<file path="src/rtl/cnt_rr_sched_pkg.sv">
// Shared types and constants for the round-robin counter scheduler.
package cnt_sched_pkg;

  localparam int unsigned DEF_NREQ  = 4;
  localparam int unsigned DEF_WIDTH = 8;

  typedef logic [1:0] state_t;
  localparam state_t IDLE = 2'd0;
  localparam state_t EXEC = 2'd1;
  localparam state_t ACK  = 2'd2;

  function automatic int unsigned id_width(input int unsigned n);
    return (n < 2) ? 1 : $clog2(n);
  endfunction

endpackage

</file>
<file path="src/rtl/cnt_rr_sched_rr_pick.sv">
// Combinational round-robin selector: first asserted req above ptr, modulo NREQ.
module rr_pick #(
  parameter int unsigned NREQ = 4,
  parameter int unsigned IDW  = 2
) (
  input  logic [NREQ-1:0] req,
  input  logic [IDW-1:0]  ptr,
  output logic            valid,
  output logic [IDW-1:0]  idx
);

  int unsigned j;

  // Scan from farthest to nearest so the nearest asserted requester wins.
  always_comb begin
    valid = 1'b0;
    idx   = '0;
    j     = 0;
    for (int unsigned k = NREQ; k >= 1; k--) begin
      j = (32'(ptr) + k) % NREQ;
      if (req[j]) begin
        valid = 1'b1;
        idx   = IDW'(j);
      end
    end
  end

endmodule

</file>
<file path="src/rtl/cnt_rr_sched.sv">
// Round-robin scheduler sharing one accumulating counter among NREQ requesters.
// Define CNT_SCHED_SAT_EN to saturate at all-ones instead of wrapping.
module cnt_rr_sched
  import cnt_sched_pkg::*;
#(
  parameter  int unsigned NREQ  = DEF_NREQ,
  parameter  int unsigned WIDTH = DEF_WIDTH,
  localparam int unsigned IDW   = id_width(NREQ)
) (
  input  logic                  clk,
  input  logic                  rst,
  input  logic [NREQ-1:0]       req,
  input  logic [NREQ*WIDTH-1:0] inc,
  input  logic                  clr,
  output logic [NREQ-1:0]       ack,
  output logic [IDW-1:0]        grant_id,
  output logic [WIDTH-1:0]      cnt,
  output logic                  busy,
  output logic                  wrap
);

  state_t           state_q, state_d;
  logic [IDW-1:0]   ptr_q, ptr_d;
  logic [IDW-1:0]   gid_q, gid_d;
  logic [WIDTH-1:0] op_q, op_d;
  logic [WIDTH-1:0] cnt_q, cnt_d;
  logic             wrap_q, wrap_d;

  logic             pick_valid;
  logic [IDW-1:0]   pick_idx;
  logic [WIDTH-1:0] inc_arr [NREQ];
  logic [WIDTH:0]   sum;

  for (genvar i = 0; i < NREQ; i++) begin : g_inc
    assign inc_arr[i] = inc[i*WIDTH +: WIDTH];
  end

  rr_pick #(
    .NREQ (NREQ),
    .IDW  (IDW)
  ) u_pick (
    .req   (req),
    .ptr   (ptr_q),
    .valid (pick_valid),
    .idx   (pick_idx)
  );

  assign sum = {1'b0, cnt_q} + {1'b0, op_q};

  always_comb begin
    state_d = state_q;
    ptr_d   = ptr_q;
    gid_d   = gid_q;
    op_d    = op_q;
    cnt_d   = cnt_q;
    wrap_d  = 1'b0;
    case (state_q)
      IDLE: begin
        if (clr) begin
          cnt_d = '0;
        end else if (pick_valid) begin
          gid_d   = pick_idx;
          op_d    = inc_arr[pick_idx];
          state_d = EXEC;
        end
      end
      EXEC: begin
`ifdef CNT_SCHED_SAT_EN
        cnt_d = sum[WIDTH] ? {WIDTH{1'b1}} : sum[WIDTH-1:0];
`else
        cnt_d = sum[WIDTH-1:0];
`endif
        wrap_d  = sum[WIDTH];
        state_d = ACK;
      end
      ACK: begin
        ptr_d   = gid_q;
        state_d = IDLE;
      end
      default: state_d = IDLE;
    endcase
  end

  always_ff @(posedge clk) begin
    if (rst) begin
      state_q <= IDLE;
      ptr_q   <= IDW'(NREQ - 1);
      gid_q   <= '0;
      op_q    <= '0;
      cnt_q   <= '0;
      wrap_q  <= 1'b0;
    end else begin
      state_q <= state_d;
      ptr_q   <= ptr_d;
      gid_q   <= gid_d;
      op_q    <= op_d;
      cnt_q   <= cnt_d;
      wrap_q  <= wrap_d;
    end
  end

  always_comb begin
    ack = '0;
    if (state_q == ACK) ack[gid_q] = 1'b1;
  end

  assign grant_id = gid_q;
  assign cnt      = cnt_q;
  assign busy     = (state_q == EXEC) || (state_q == ACK);
  assign wrap     = wrap_q;

endmodule

</file>
<file path="config.mk">
export PLATFORM = sky130hd
export DESIGN_NAME = cnt_rr_sched
export DESIGN_NICKNAME = d
export VERILOG_FILES = /design/src/rtl/cnt_rr_sched_pkg.sv /design/src/rtl/cnt_rr_sched_rr_pick.sv /design/src/rtl/cnt_rr_sched.sv
export SDC_FILE = /design/constraint.sdc
export NUM_CORES = 1
export LEC_CHECK = 0
export BUFFER_PORTS_ARGS = -buffer_cell sky130_fd_sc_hd__buf_2
export CAP_MARGIN = 40
export CORE_MARGIN = 10
export CORE_UTILIZATION = 49
export CTS_CLUSTER_DIAMETER = 200
export CTS_CLUSTER_SIZE = 25
export DETAILED_ROUTE_END_ITERATION = 8
export GPL_TIMING_DRIVEN = 0
export PLACE_DENSITY_LB_ADDON = 0.08
export SLEW_MARGIN = 20
export SYNTH_ARGS = -nofsm -noshare
export SYNTH_HDL_FRONTEND = slang
export SYNTH_HIERARCHICAL = 1
export SYNTH_SLANG_ARGS = --single-unit
</file>
<file path="constraint.sdc">
create_clock -name clk -period 2.3 [get_ports clk]
set_clock_uncertainty 0.2 [all_clocks]
set_input_delay 0.23 -clock clk [delete_from_list [all_inputs] [get_ports clk]]
set_output_delay 0.23 -clock clk [all_outputs]
set_load 0.02 [all_outputs]
</file>
== Word level (Yosys, flattened, before mapping) ==
Index checks and enable logic that the tools add are counted.
Widths: inputs -> output; s select.
Storage, ports and cells
  register bits: 23
Cells by class
  add/sub/neg operators: 5
  magnitude comparators: 7
  eq/ne operators: 5
  multiplexer cells: 27
  bitwise logic cells: 3
  reduce and logical (&&, ||, !) cells: 8
Operator list (number)
  $mux 8: 3
  $bmux 8 s2: 1
  $pmux 8 s2: 1
  $lt 2x3->1 const B: 5
  $mux 2: 6
  $add 8x8->9: 1
  $mux 1: 9
  $bmux 1 s2: 4
  $ne 2x2->1 const B: 3
  $add 2x1->2 const B: 2
  $add 2x2->2 const B: 2
  $mux 4: 1
  $pmux 2 s2: 1
  $reduce_and 2->1: 2
  $ge 3x3->1 const B: 1
  $not 2->3: 1
  $reduce_and 3->1: 1
  $demux 1 s2: 1
  $eq 2x1->1 const B: 1
  $eq 2x2->1 const B: 1
  $ge 2x1->1 const B: 1
  $logic_not 2->1: 1
  $not 1->1: 2
  $reduce_bool 2->1: 1
  other kinds (3): 3

== Logic depth before layout (Yosys ltp) ==
Gate-level depths: netlist of the first run.
  depth in word-level cells: 11
  mapped depth: 8
  depth with buffers taken out: 8

== By module ==
The synthesis of the first run kept the hierarchy.
Modules (own cells, without submodules)
  cnt_rr_sched: instances 1, cells each 147, area each 1358.8 um2, seq. area each 460.4 um2
  rr_pick: instances 1, cells each 14, area each 91.3 um2, seq. area each 0.0 um2

== Least setup slack after synthesis of the first run ==
No wires, ideal clock.
  path type: register to register
  start point: register cnt_q[0] (netlist: cnt[0])
  end point: register wrap_q (netlist: wrap)
  arrival: 1.865 ns
  required time: 2.004 ns
  path slack: 0.139 ns
  cell stages (with the launch flop): 9
  path buffers: 0
  period minus slack after synthesis: 2.161 ns
  cell sequence: dfxtp_1 > ha_1 > inv_1 > fa_1 > and2b_1 > nor3_1 > o21ai_1 > a211oi_1 > nor4b_1
Between the ends
  word-level cells in the longest chain between the ends: 1
RTL lines
  start, declared: RTL line cnt_rr_sched.sv:26  | logic [WIDTH-1:0] cnt_q, cnt_d;
  start signal, assigned: RTL line cnt_rr_sched.sv:97  | cnt_q <= cnt_d;
  $add 8x8->9: RTL line cnt_rr_sched.sv:48  | assign sum = {1'b0, cnt_q} + {1'b0, op_q};
  end signal, assigned: RTL line cnt_rr_sched.sv:98  | wrap_q <= wrap_d;
  end, declared: RTL line cnt_rr_sched.sv:27  | logic wrap_q, wrap_d;
No other way between the ends.
A chain may end at the register's enable or synchronous reset.

== Final worst setup path of the first run ==
  start point: register op_q[0]
  end point: register cnt_q[6] (netlist: cnt[6])
Between the ends
  word-level cells in the longest chain between the ends: 2
RTL lines
  start, declared: RTL line cnt_rr_sched.sv:25  | logic [WIDTH-1:0] op_q, op_d;
  start signal, assigned: RTL line cnt_rr_sched.sv:96  | op_q <= op_d;
  $add 8x8->9: RTL line cnt_rr_sched.sv:48
  $pmux 8 s2: RTL line cnt_rr_sched.sv:57  | case (state_q)
No other way between the ends.

==> results.json, run 1 <==
{
  "status": "complete, no violations",
  "clk_pin_slew_ns": 0.12,
  "yosys_register_bits": 23,
  "synthMuxAreaShare": 0.138,
  "reg2reg_depth": 9,
  "cts.htree.levels": 1,
  "die_w_microns": 74.4,
  "yosys_warnings": 6,
  "ys_top_cells_by_count": "25 x nand2_1, 23 x dfxtp_1, 17 x a21oi_1",
  "critical_path.max_fanout": 3,
  "wl_mm": 3.52,
  "max_freq_mhz": 464,
  "fin_crit_ns": 2.15,
  "synth_top_family_by_area": "compound AO/OA/AOI/OAI gates",
  "cpPeakStageDelay_ns": 0.37,
  "report.final.setup_viol": 0,
  "slew_headroom": 0.630,
  "yosys.area_share.xor_xnor": 0.0242,
  "overflow": 0,
  "drv_cap": 0,
  "syn_avg_cell_area_sq_um": 9.01,
  "synth-simple-area-share": 0.179,
  "numClockSinks": 23,
  "timing.hold.ws_ns": 0.0709,
  "vias": 1361,
  "yosysUniqueCellTypes": 38,
  "root_buffer": "clkbuf_4",
  "final_nets": 273,
  "drive_gt1_frac": 0.339,
  "clk_path_buf_depth": 2,
  "track_usage": 0.133,
  "area_growth_syn_to_layout_pct": 24.6,
  "tightest_slew_ns": 0.553,
  "dieArea_sq_um": 5540,
  "crit_path_start_kind": "flip-flop",
  "drc": 0,
  "rows": 19,
  "core-area_sq_um": 2810,
  "synth_enable_flop_cells": 0,
  "grt_pass1_vias": 1390,
  "initialDrtViolationCount": 49,
  "diodes": 0,
  "port_buffers": 54,
  "synthCells": 161,
  "cp-end-kind": "flip-flop",
  "cts_tree": "yes",
  "synth_compound_area_frac": 0.192,
  "synth_top_area_share": 0.318,
  "async_flop_share": 0,
  "numCtsBuffers": 3,
  "dp_hpwl_mm": 3.02,
  "timing.final.max_slew_violations": 0,
  "p_per_area_nw_per_um2": 482,
  "yosys.area.top_type": "dfxtp_1",
  "syn-num-nets": 212,
  "start_util": 0.517,
  "crit_slowest_cell": "dfxtp_1",
  "antenna_left": 0,
  "path_class": "flip-flop to flip-flop",
  "syn_area_sq_um": 1450,
  "synth_area_leaders": "dfxtp_1 32%, mux4_2 12%, ha_1 9.5%",
  "crit_required_ns": 2.30,
  "rsz0062_at_grt": "no",
  "tns_ns": 0,
  "yosysSeqAreaShare": 0.318,
  "min_path_type": "input port to flip-flop",
  "p_leak_uw": 0.000843,
  "finalHoldViolCount": 0,
  "path_cells": "ha_2 -> inv_1 -> fa_1 -> and2b_1 -> nor3_1 -> o21ai_1 -> buf_4 -> xor2_1 -> a22o_1",
  "min_path_cells": 3,
  "antenna_found_initial": 0,
  "synth_fa_ha_area_frac": 0.109,
  "io_pins": 55,
  "crit_arrival_ns": 2.16,
  "wire_per_inst_microns": 14.0,
  "die_y_microns": 74.4,
  "period_share": 0.936,
  "peakVddDrop_v": 0.000183,
  "synth.most_common_cell": "nand2_1",
  "clock_latency_ns": 0.30,
  "grt_pass1_wl_mm": 5.93,
  "vias_per_cell": 5.40,
  "firstDrtPassIters": 4,
  "synthFlopType": "dfxtp_1",
  "grt_max_degree": 13,
  "routabilityCongestion": 0.758
}
[cells in the final DEF (no fill, tap or decap), types with 4 or more instances in the layout]
master	Yosys	final
clkbuf_1	3	4
mux4_2	8	8
dfxtp_1	23	22
ha_1	11	10
buf_2	1	55
a21oi_1	17	17
nand2b_1	5	5
o21ai_1	5	5
inv_1	9	9
a22o_1	4	4
nor2_1	11	11
nand2_1	25	25
[layer usage]
layer  track usage  routed length [microns]  up-vias
li1              -                        -      695
met1         0.160                     1600      609
met2         0.201                     1510       51
met3        0.0585                      345        6
met4        0.0567                       72        0
met5             0                        0        -
[final timing paths]
path	from	to	slack, ns
setup / recovery	op_q[0]$_SDFFE_PP0P_	cnt[6]$_SDFFE_PP0P_	0.15
hold / removal	rst	op_q[2]$_SDFFE_PP0P_	0.07
setup reg to reg	op_q[0]$_SDFFE_PP0P_	cnt[6]$_SDFFE_PP0P_	0.15
hold reg to reg	op_q[3]$_SDFFE_PP0P_	op_q[3]$_SDFFE_PP0P_	0.27
[repair_timing]
item | 4_1_cts | 5_1_grt
endpoints found under the setup margin | 0 | 1
buffers inserted | 0 | 1
hold buffers | 0 | 1
endpoints found under the hold margin | 0 | 1
resized for setup | 0 | 2
[state kept, by name, summed over array words and instances, names as in the netlist]
signal,count
cnt,8
op_q,8
grant_id,2
ptr_q,2
state_q,2
wrap,1
[logic make-up after synthesis]
family | after synthesis
DFF | 23
and+or+nand+nor | 55
buffers and inverters | 14
xor gates and xnor gates | 4
muxes | 10
adders and majority gates | 12
AOI/OAI and AO/OA | 43
[through the flow]
step	cells	total power, uW	util	setup WS [ns]	cell area [sq um]
after floorplan	161	624	-	0.139	1450
after global placement	246	689	0.627	0.174	1760
after detailed placement	246	698	0.627	0.109	1760
after CTS	250	879	0.636	0.0697	1790
after global routing	252	937	0.644	0.0171	1810
final	252	870	0.644	0.147	1810
[area by class of cell]
| class | count | area [sq um] |
|---|---|---|
| tap | 31 | 38.8 |
| sequential | 23 | 462 |
| inverter | 9 | 33.8 |
| timing repair buffer | 56 | 288 |
| multi-input combinational | 124 | 935 |
| clock buffer | 4 | 26.3 |
| fill | 242 | 998 |
| buffer | 5 | 23.8 |
[power breakdown]
part	leakage [uW]	internal [uW]	switching [uW]
registers	0.000188	423	21.0
logic	0.000640	122	125
clock network	0.0000150	67.5	112
[worst max-delay path: cells and delay by family, from the launching register on]
| family | cells | cell delay [ns] |
|---|---|---|
| AOI/OAI and AO/OA | 2 | 0.36 |
| xor gates and xnor gates | 1 | 0.05 |
| adders and majority gates | 2 | 0.58 |
| buffers and inverters | 2 | 0.20 |
| DFF | 1 | 0.37 |
| and+or+nand+nor | 2 | 0.31 |
No activity file was read; power rests on OpenSTA's default activity.
==> run 2: changes to the inputs <==
--- a/config.mk
+++ b/config.mk
@@ -7,7 +7,7 @@
 export LEC_CHECK = 0
 export BUFFER_PORTS_ARGS = -buffer_cell sky130_fd_sc_hd__buf_2
 export CAP_MARGIN = 40
-export CORE_MARGIN = 10
+export CORE_MARGIN = 2
 export CORE_UTILIZATION = 49
 export CTS_CLUSTER_DIAMETER = 200
 export CTS_CLUSTER_SIZE = 25
==> run 2 against run 1 <==
  * Power fell by 0.12%
  * Setup slack got worse by 0.043 ns
  * Via count fell by 0.88%
  * Register-to-register slack got worse by 0.04 ns
  * Sequential power barely moved
  * Hold slack got worse by 0.055 ns
  * Fmax fell by 2.0%
  * Critical endpoint unchanged
  * Highest routed layer unchanged
==> results.json, run 2 (same netlist as run 1, synthesis figures left out) <==
{
  "status": "complete, no violations",
  "drive_gt1_frac": 0.341,
  "vias_per_cell": 5.37,
  "wire_per_inst_microns": 12.3,
  "tns_ns": 0,
  "top_usage_layer": "met2",
  "grt_pass1_wl_mm": 5.00,
  "fin_crit_ns": 2.20,
  "p_sw_frac": 0.297,
  "numClockSinks": 23,
  "comb_power_share": 0.285,
  "vias": 1349,
  "critPathBufInv": 2,
  "final_cell_mix": "55 x buf_2, 25 x nand2_1, 23 x dfxtp_1, 17 x a21oi_1, 11 x nor2_1",
  "period_share": 0.955,
  "drc": 0,
  "peakVddDrop_v": 0.000342,
  "tightest_slew_ns": 0.547,
  "grtUsageMet1": 0.228,
  "p_per_area_nw_per_um2": 482,
  "overflow": 0,
  "track_usage": 0.188,
  "grtUsageMet3": 0.0352,
  "dieArea_sq_um": 3410,
  "max_freq_mhz": 455,
  "dp_slack_ns": 0.0285,
  "layout_setup_ws_ns": 0.104,
  "finalHoldViolCount": 0,
  "antenna_left": 0,
  "drv_cap": 0,
  "final_nets": 272,
  "report.final.setup_viol": 0,
  "p_leak_uw": 0.000839,
  "crit_required_ns": 2.30,
  "cts.htree.levels": 1,
  "port_buffers": 54,
  "power.clock.fraction": 0.206,
  "crit_arrival_ns": 2.20,
  "initialDrtViolationCount": 16,
  "cp_top_family": "adder cells",
  "clk_pin_slew_ns": 0.12,
  "crit_slowest_cell": "dfxtp_1",
  "rows": 19,
  "cts_tree": "yes",
  "internal_power_uw": 611,
  "clk_path_buf_depth": 2,
  "die_w_microns": 58.4,
  "min_path_type": "input port to flip-flop",
  "core-area_sq_um": 2780,
  "dp_hpwl_mm": 2.55,
  "path_class": "flip-flop to flip-flop",
  "critical_path.max_fanout": 3,
  "diodes": 0,
  "firstDrtPassIters": 4,
  "power_frac_seq": 0.510,
  "path_cells": "ha_2 -> inv_1 -> fa_1 -> and2b_1 -> nor3_1 -> o21ai_1 -> buf_4 -> xor2_1 -> a22o_1",
  "die_y_microns": 58.4,
  "slew_headroom": 0.634,
  "timing.final.max_slew_violations": 0,
  "wl_mm": 3.08,
  "numCtsBuffers": 3,
  "io_pins": 55,
  "cp-end-kind": "flip-flop",
  "grt_pass1_vias": 1282,
  "met2_usage": 0.323,
  "antenna_found_initial": 0,
  "root_buffer": "clkbuf_4",
  "crit_path_start_kind": "flip-flop",
  "area_growth_syn_to_layout_pct": 24.2,
  "clock_latency_ns": 0.30,
  "cpPeakStageDelay_ns": 0.37,
  "layout_commonest_cell": "buf_2",
  "power.switching_uw": 258,
  "grt_max_degree": 13,
  "start_util": 0.521,
  "routabilityCongestion": 0.761
}
[run 2: power by group through the flow]
stage	clock [uW]	sequential (uW)	combinational (uW)
3_5_place_dp	0	451	246
6_report	179	443	247
5_1_grt	196	446	278
3_3_place_gp	0	450	238
2_1_floorplan	0	452	171
4_1_cts	183	442	247
[run 2: final timing paths]
| check | to | cells past startpoint | from | slack [ns] |
|---|---|---|---|---|
| max | cnt[6]$_SDFFE_PP0P_ | 9 | cnt[0]$_SDFFE_PP0P_ | 0.10 |
| min reg2reg | op_q[2]$_SDFFE_PP0P_ | 2 | op_q[2]$_SDFFE_PP0P_ | 0.27 |
| max reg2reg | cnt[6]$_SDFFE_PP0P_ | 9 | cnt[0]$_SDFFE_PP0P_ | 0.10 |
| min | state_q[0]$_SDFFE_PP0P_ | 3 | clr | 0.02 |
[run 2: worst min-delay path: stages]
cell     delay [ns]
buf_2          0.09
o21a_1         0.11
nor3b_1        0.05
[run 2: area by class of cell]
class | count | area (sq um)
Fill cell | 231 | 980
Multi-Input combinational cell | 124 | 941
Sequential cell | 23 | 460
Timing Repair Buffer | 55 | 278
Tap cell | 31 | 38.8
Inverter | 9 | 33.8
Clock buffer | 4 | 26.3
Buffer | 5 | 23.8
[run 2: stage by stage]
| step | instances | util | hold WS [ns] | cell area [sq um] | total power, uW |
|---|---|---|---|---|---|
| finish | 251 | 0.648 | 0.0155 | 1800 | 869 |
| global placement | 246 | 0.632 | 0.253 | 1760 | 688 |
| CTS | 250 | 0.642 | 0.00988 | 1790 | 872 |
| global route | 251 | 0.648 | 0.0129 | 1800 | 919 |
| floorplan | 161 | - | 0.203 | 1450 | 624 |
| detailed placement | 246 | 0.632 | 0.256 | 1760 | 697 |
[run 2: metal layers]
| metal | wire (microns) | share of wire |
|---|---|---|
| met1 | 1440 | 0.47 |
| met2 | 1420 | 0.46 |
| met3 | 169 | 0.055 |
| met4 | 44 | 0.014 |
| met5 | 0 | 0 |
[run 2: what timing repair did]
item,CTS,global route
endpoints found under the setup margin,1,1
pin swaps,1,1
hold buffers,0,0
resized for setup,0,2
setup buffers,0,1
==> run 3: changes to the inputs <==
--- a/config.mk
+++ b/config.mk
@@ -5,11 +5,12 @@
 export SDC_FILE = /design/constraint.sdc
 export NUM_CORES = 1
 export LEC_CHECK = 0
+export ABC_AREA = 1
 export BUFFER_PORTS_ARGS = -buffer_cell sky130_fd_sc_hd__buf_2
 export CAP_MARGIN = 40
 export CORE_MARGIN = 2
-export CORE_UTILIZATION = 49
-export CTS_CLUSTER_DIAMETER = 200
+export CORE_UTILIZATION = 51
+export CTS_CLUSTER_DIAMETER = 30
 export CTS_CLUSTER_SIZE = 25
 export DETAILED_ROUTE_END_ITERATION = 8
 export GPL_TIMING_DRIVEN = 0
==> run 3 against run 2 <==
  * Fmax is 3.6% higher
  * Critical path depth grew 7
  * Largest cell class unchanged
  * Combinational power increased to 3.2 times the previous value
  * Synthesized area rose by 23%
  * Hold slack better by 0.072 ns
  * Via count increased by 35%
  * Cell area grew 19%
  * Utilization shrank 1.0 points
  * Clock-buffer cell count is the same
==> results.json, run 3 <==
{
  "syn_area_sq_um": 1790,
  "numClockSinks": 23,
  "initialDrtViolationCount": 77,
  "synth_enable_flop_cells": 0,
  "synthFlopType": "dfxtp_1",
  "startpoint": "ptr_q[0]$_SDFFE_PP1P_",
  "syn_avg_cell_area_sq_um": 6.46,
  "dieArea_sq_um": 4000,
  "drv_cap": 0,
  "dp.cells": 376,
  "firstDrtPassIters": 4,
  "diodes": 0,
  "grt_max_degree": 13,
  "synth_area_leaders": "dfxtp_1 26%, nand2_1 12%, inv_1 9.0%",
  "numCtsBuffers": 3,
  "antenna_found_initial": 0,
  "period_share": 0.922,
  "max_freq_mhz": 472,
  "grt_pass1_vias": 1747,
  "wire_per_inst_microns": 10.5,
  "async_flop_share": 0,
  "io_pins": 55,
  "track_usage": 0.219,
  "timing.final.max_slew_violations": 0,
  "post_cts_buffers": 0,
  "yosys_warnings": 6,
  "die_y_microns": 63.3,
  "peakVddDrop_v": 0.000454,
  "die_w_microns": 63.3,
  "routabilityCongestion": 0.854,
  "min_path_type": "input port to flip-flop",
  "fin_crit_ns": 2.12,
  "yosysUniqueCellTypes": 35,
  "report.final.setup_viol": 0,
  "layout_commonest_cell": "nand2_1",
  "root_buffer": "clkbuf_4",
  "syn-num-nets": 328,
  "yosys_register_bits": 23,
  "tns_ns": 0,
  "critical_path.max_fanout": 10,
  "antenna_left": 0,
  "path_class": "flip-flop to flip-flop",
  "r2r-start": "ptr_q[0]$_SDFFE_PP1P_",
  "drive_gt1_frac": 0.269,
  "crit_required_ns": 2.31,
  "ys_top_cells_by_count": "56 x nand2_1, 43 x inv_1, 26 x nor2_1",
  "grt_pass1_wl_mm": 7.23,
  "port_buffers": 53,
  "rows": 21,
  "start_util": 0.532,
  "status": "complete, no violations",
  "cp-end-kind": "flip-flop",
  "core-area_sq_um": 3360,
  "rsz0062_at_grt": "no",
  "drc": 0,
  "yosys.area.top_type": "dfxtp_1",
  "clock_latency_ns": 0.30,
  "final_nets": 386,
  "p_leak_uw": 0.00117,
  "vias": 1825,
  "yosysSeqAreaShare": 0.257,
  "synth.most_common_cell": "nand2_1",
  "dp_slack_ns": 0.166,
  "finalHoldViolCount": 0,
  "crit_slowest_cell": "dfxtp_2",
  "slew_headroom": 0.632,
  "overflow": 0,
  "dp_hpwl_mm": 3.20,
  "synthCells": 277,
  "crit_path_start_kind": "flip-flop",
  "holdCritStartpoint": "clr",
  "cts.htree.levels": 1,
  "tightest_slew_ns": 0.552,
  "cpPeakStageDelay_ns": 0.36,
  "layout_setup_ws_ns": 0.180,
  "p_per_area_nw_per_um2": 690,
  "clk_pin_slew_ns": 0.12,
  "vias_per_cell": 4.80,
  "path_cells": "buf_6 -> inv_6 -> nand2_2 -> nand3_1 -> nand2_1 -> inv_1 -> nand2_1 -> nand2_1 -> nand2_1 -> nand2_1 -> buf_4 -> buf_2 -> o21ai_0 -> o22ai_1 -> o21ai_1 -> inv_1",
  "crit_arrival_ns": 2.13,
  "area_growth_syn_to_layout_pct": 19.7,
  "crit_top_cell": "nand2_1",
  "finalNonFillerCells": 380,
  "final_cell_mix": "56 x nand2_1, 55 x buf_2, 43 x inv_1, 26 x nor2_1, 23 x o21ai_0",
  "synth_top_area_share": 0.257,
  "cts_tree": "yes",
  "wl_mm": 3.99,
  "clk_path_buf_depth": 2
}
## run 3: cell count changes after synthesis, sizes merged, moves of 4 or more
cell	change
nand2	+42
inv	+39
o21ai	+22
nand3	+15
nor2	+15
o22ai	+9
mux4	-8
a21oi	+5
buf	+5
nand2b	-5
a22o	-4
## run 3: per-stage QoR
step	total power, uW	hold WS [ns]	cell area, sq um	utilization
3_3_place_gp	1290	0.271	2110	0.628
3_5_place_dp	1300	0.274	2110	0.628
6_report	1480	0.0876	2140	0.637
2_1_floorplan	1120	0.251	1790	-
5_1_grt	1630	0.0843	2140	0.637
4_1_cts	1490	0.0775	2140	0.636
## run 3: area by class of cell
class,instances,area (sq um)
plain buffers,9,73.8
fillers,362,1220
repair buffers,53,265
multi-input cells,197,1070
inverters,48,185
clock buffers,4,26.3
flip-flops and latches,23,462
well taps,46,57.6
## run 3: routing by layer
| layer | part of all wire | routed length, microns | vias up | track usage |
|---|---|---|---|---|
| met1 | 0.49 | 1950 | 780 | 0.279 |
| li1 | - | - | 1004 | - |
| met2 | 0.47 | 1860 | 37 | 0.388 |
| met5 | 0 | 0 | - | 0 |
| met3 | 0.038 | 151 | 4 | 0.0393 |
| met4 | 0.0083 | 33 | 0 | 0.0408 |
## run 3: what timing repair did
| item | CTS | global route |
|---|---|---|
| endpoints found under the setup margin | 0 | 8 |
| hold buffers | 0 | 0 |
| gates resized for setup | 0 | 4 |
## run 3: worst paths after layout
kind,end,cells past startpoint,slack (ns)
worst min-delay path,state_q[0]$_SDFFE_PP0P_,4,0.09
worst min register to register,cnt[0]$_SDFFE_PP0P_,2,0.29
worst max register to register,op_q[7]$_SDFFE_PP0P_,16,0.18
worst max-delay path,op_q[7]$_SDFFE_PP0P_,16,0.18
## run 3: power breakdown
| group | total (uW) | internal [uW] | switching, uW |
|---|---|---|---|
| registers | 506 | 461 | 44.3 |
| logic | 791 | 312 | 479 |
| clock network | 182 | 67.6 | 114 |
| total | 1480 | 841 | 637 |
## run 3: worst max-delay path: cells and delay by family, from the launching register on
kind                   cells  cell delay (ns)
buffers and inverters      6             0.63
AO/OA/AOI/OAI              3             0.41
AND/OR/NAND/NOR            7             0.44
flip-flops                 1             0.36
## run 3: logic make-up after synthesis
| group | synth area share |
|---|---|
| simple gates | 0.307 |
| flops | 0.257 |
| fa+ha+maj | 0.0880 |
| compound gates | 0.205 |
| buf+inv | 0.143 |
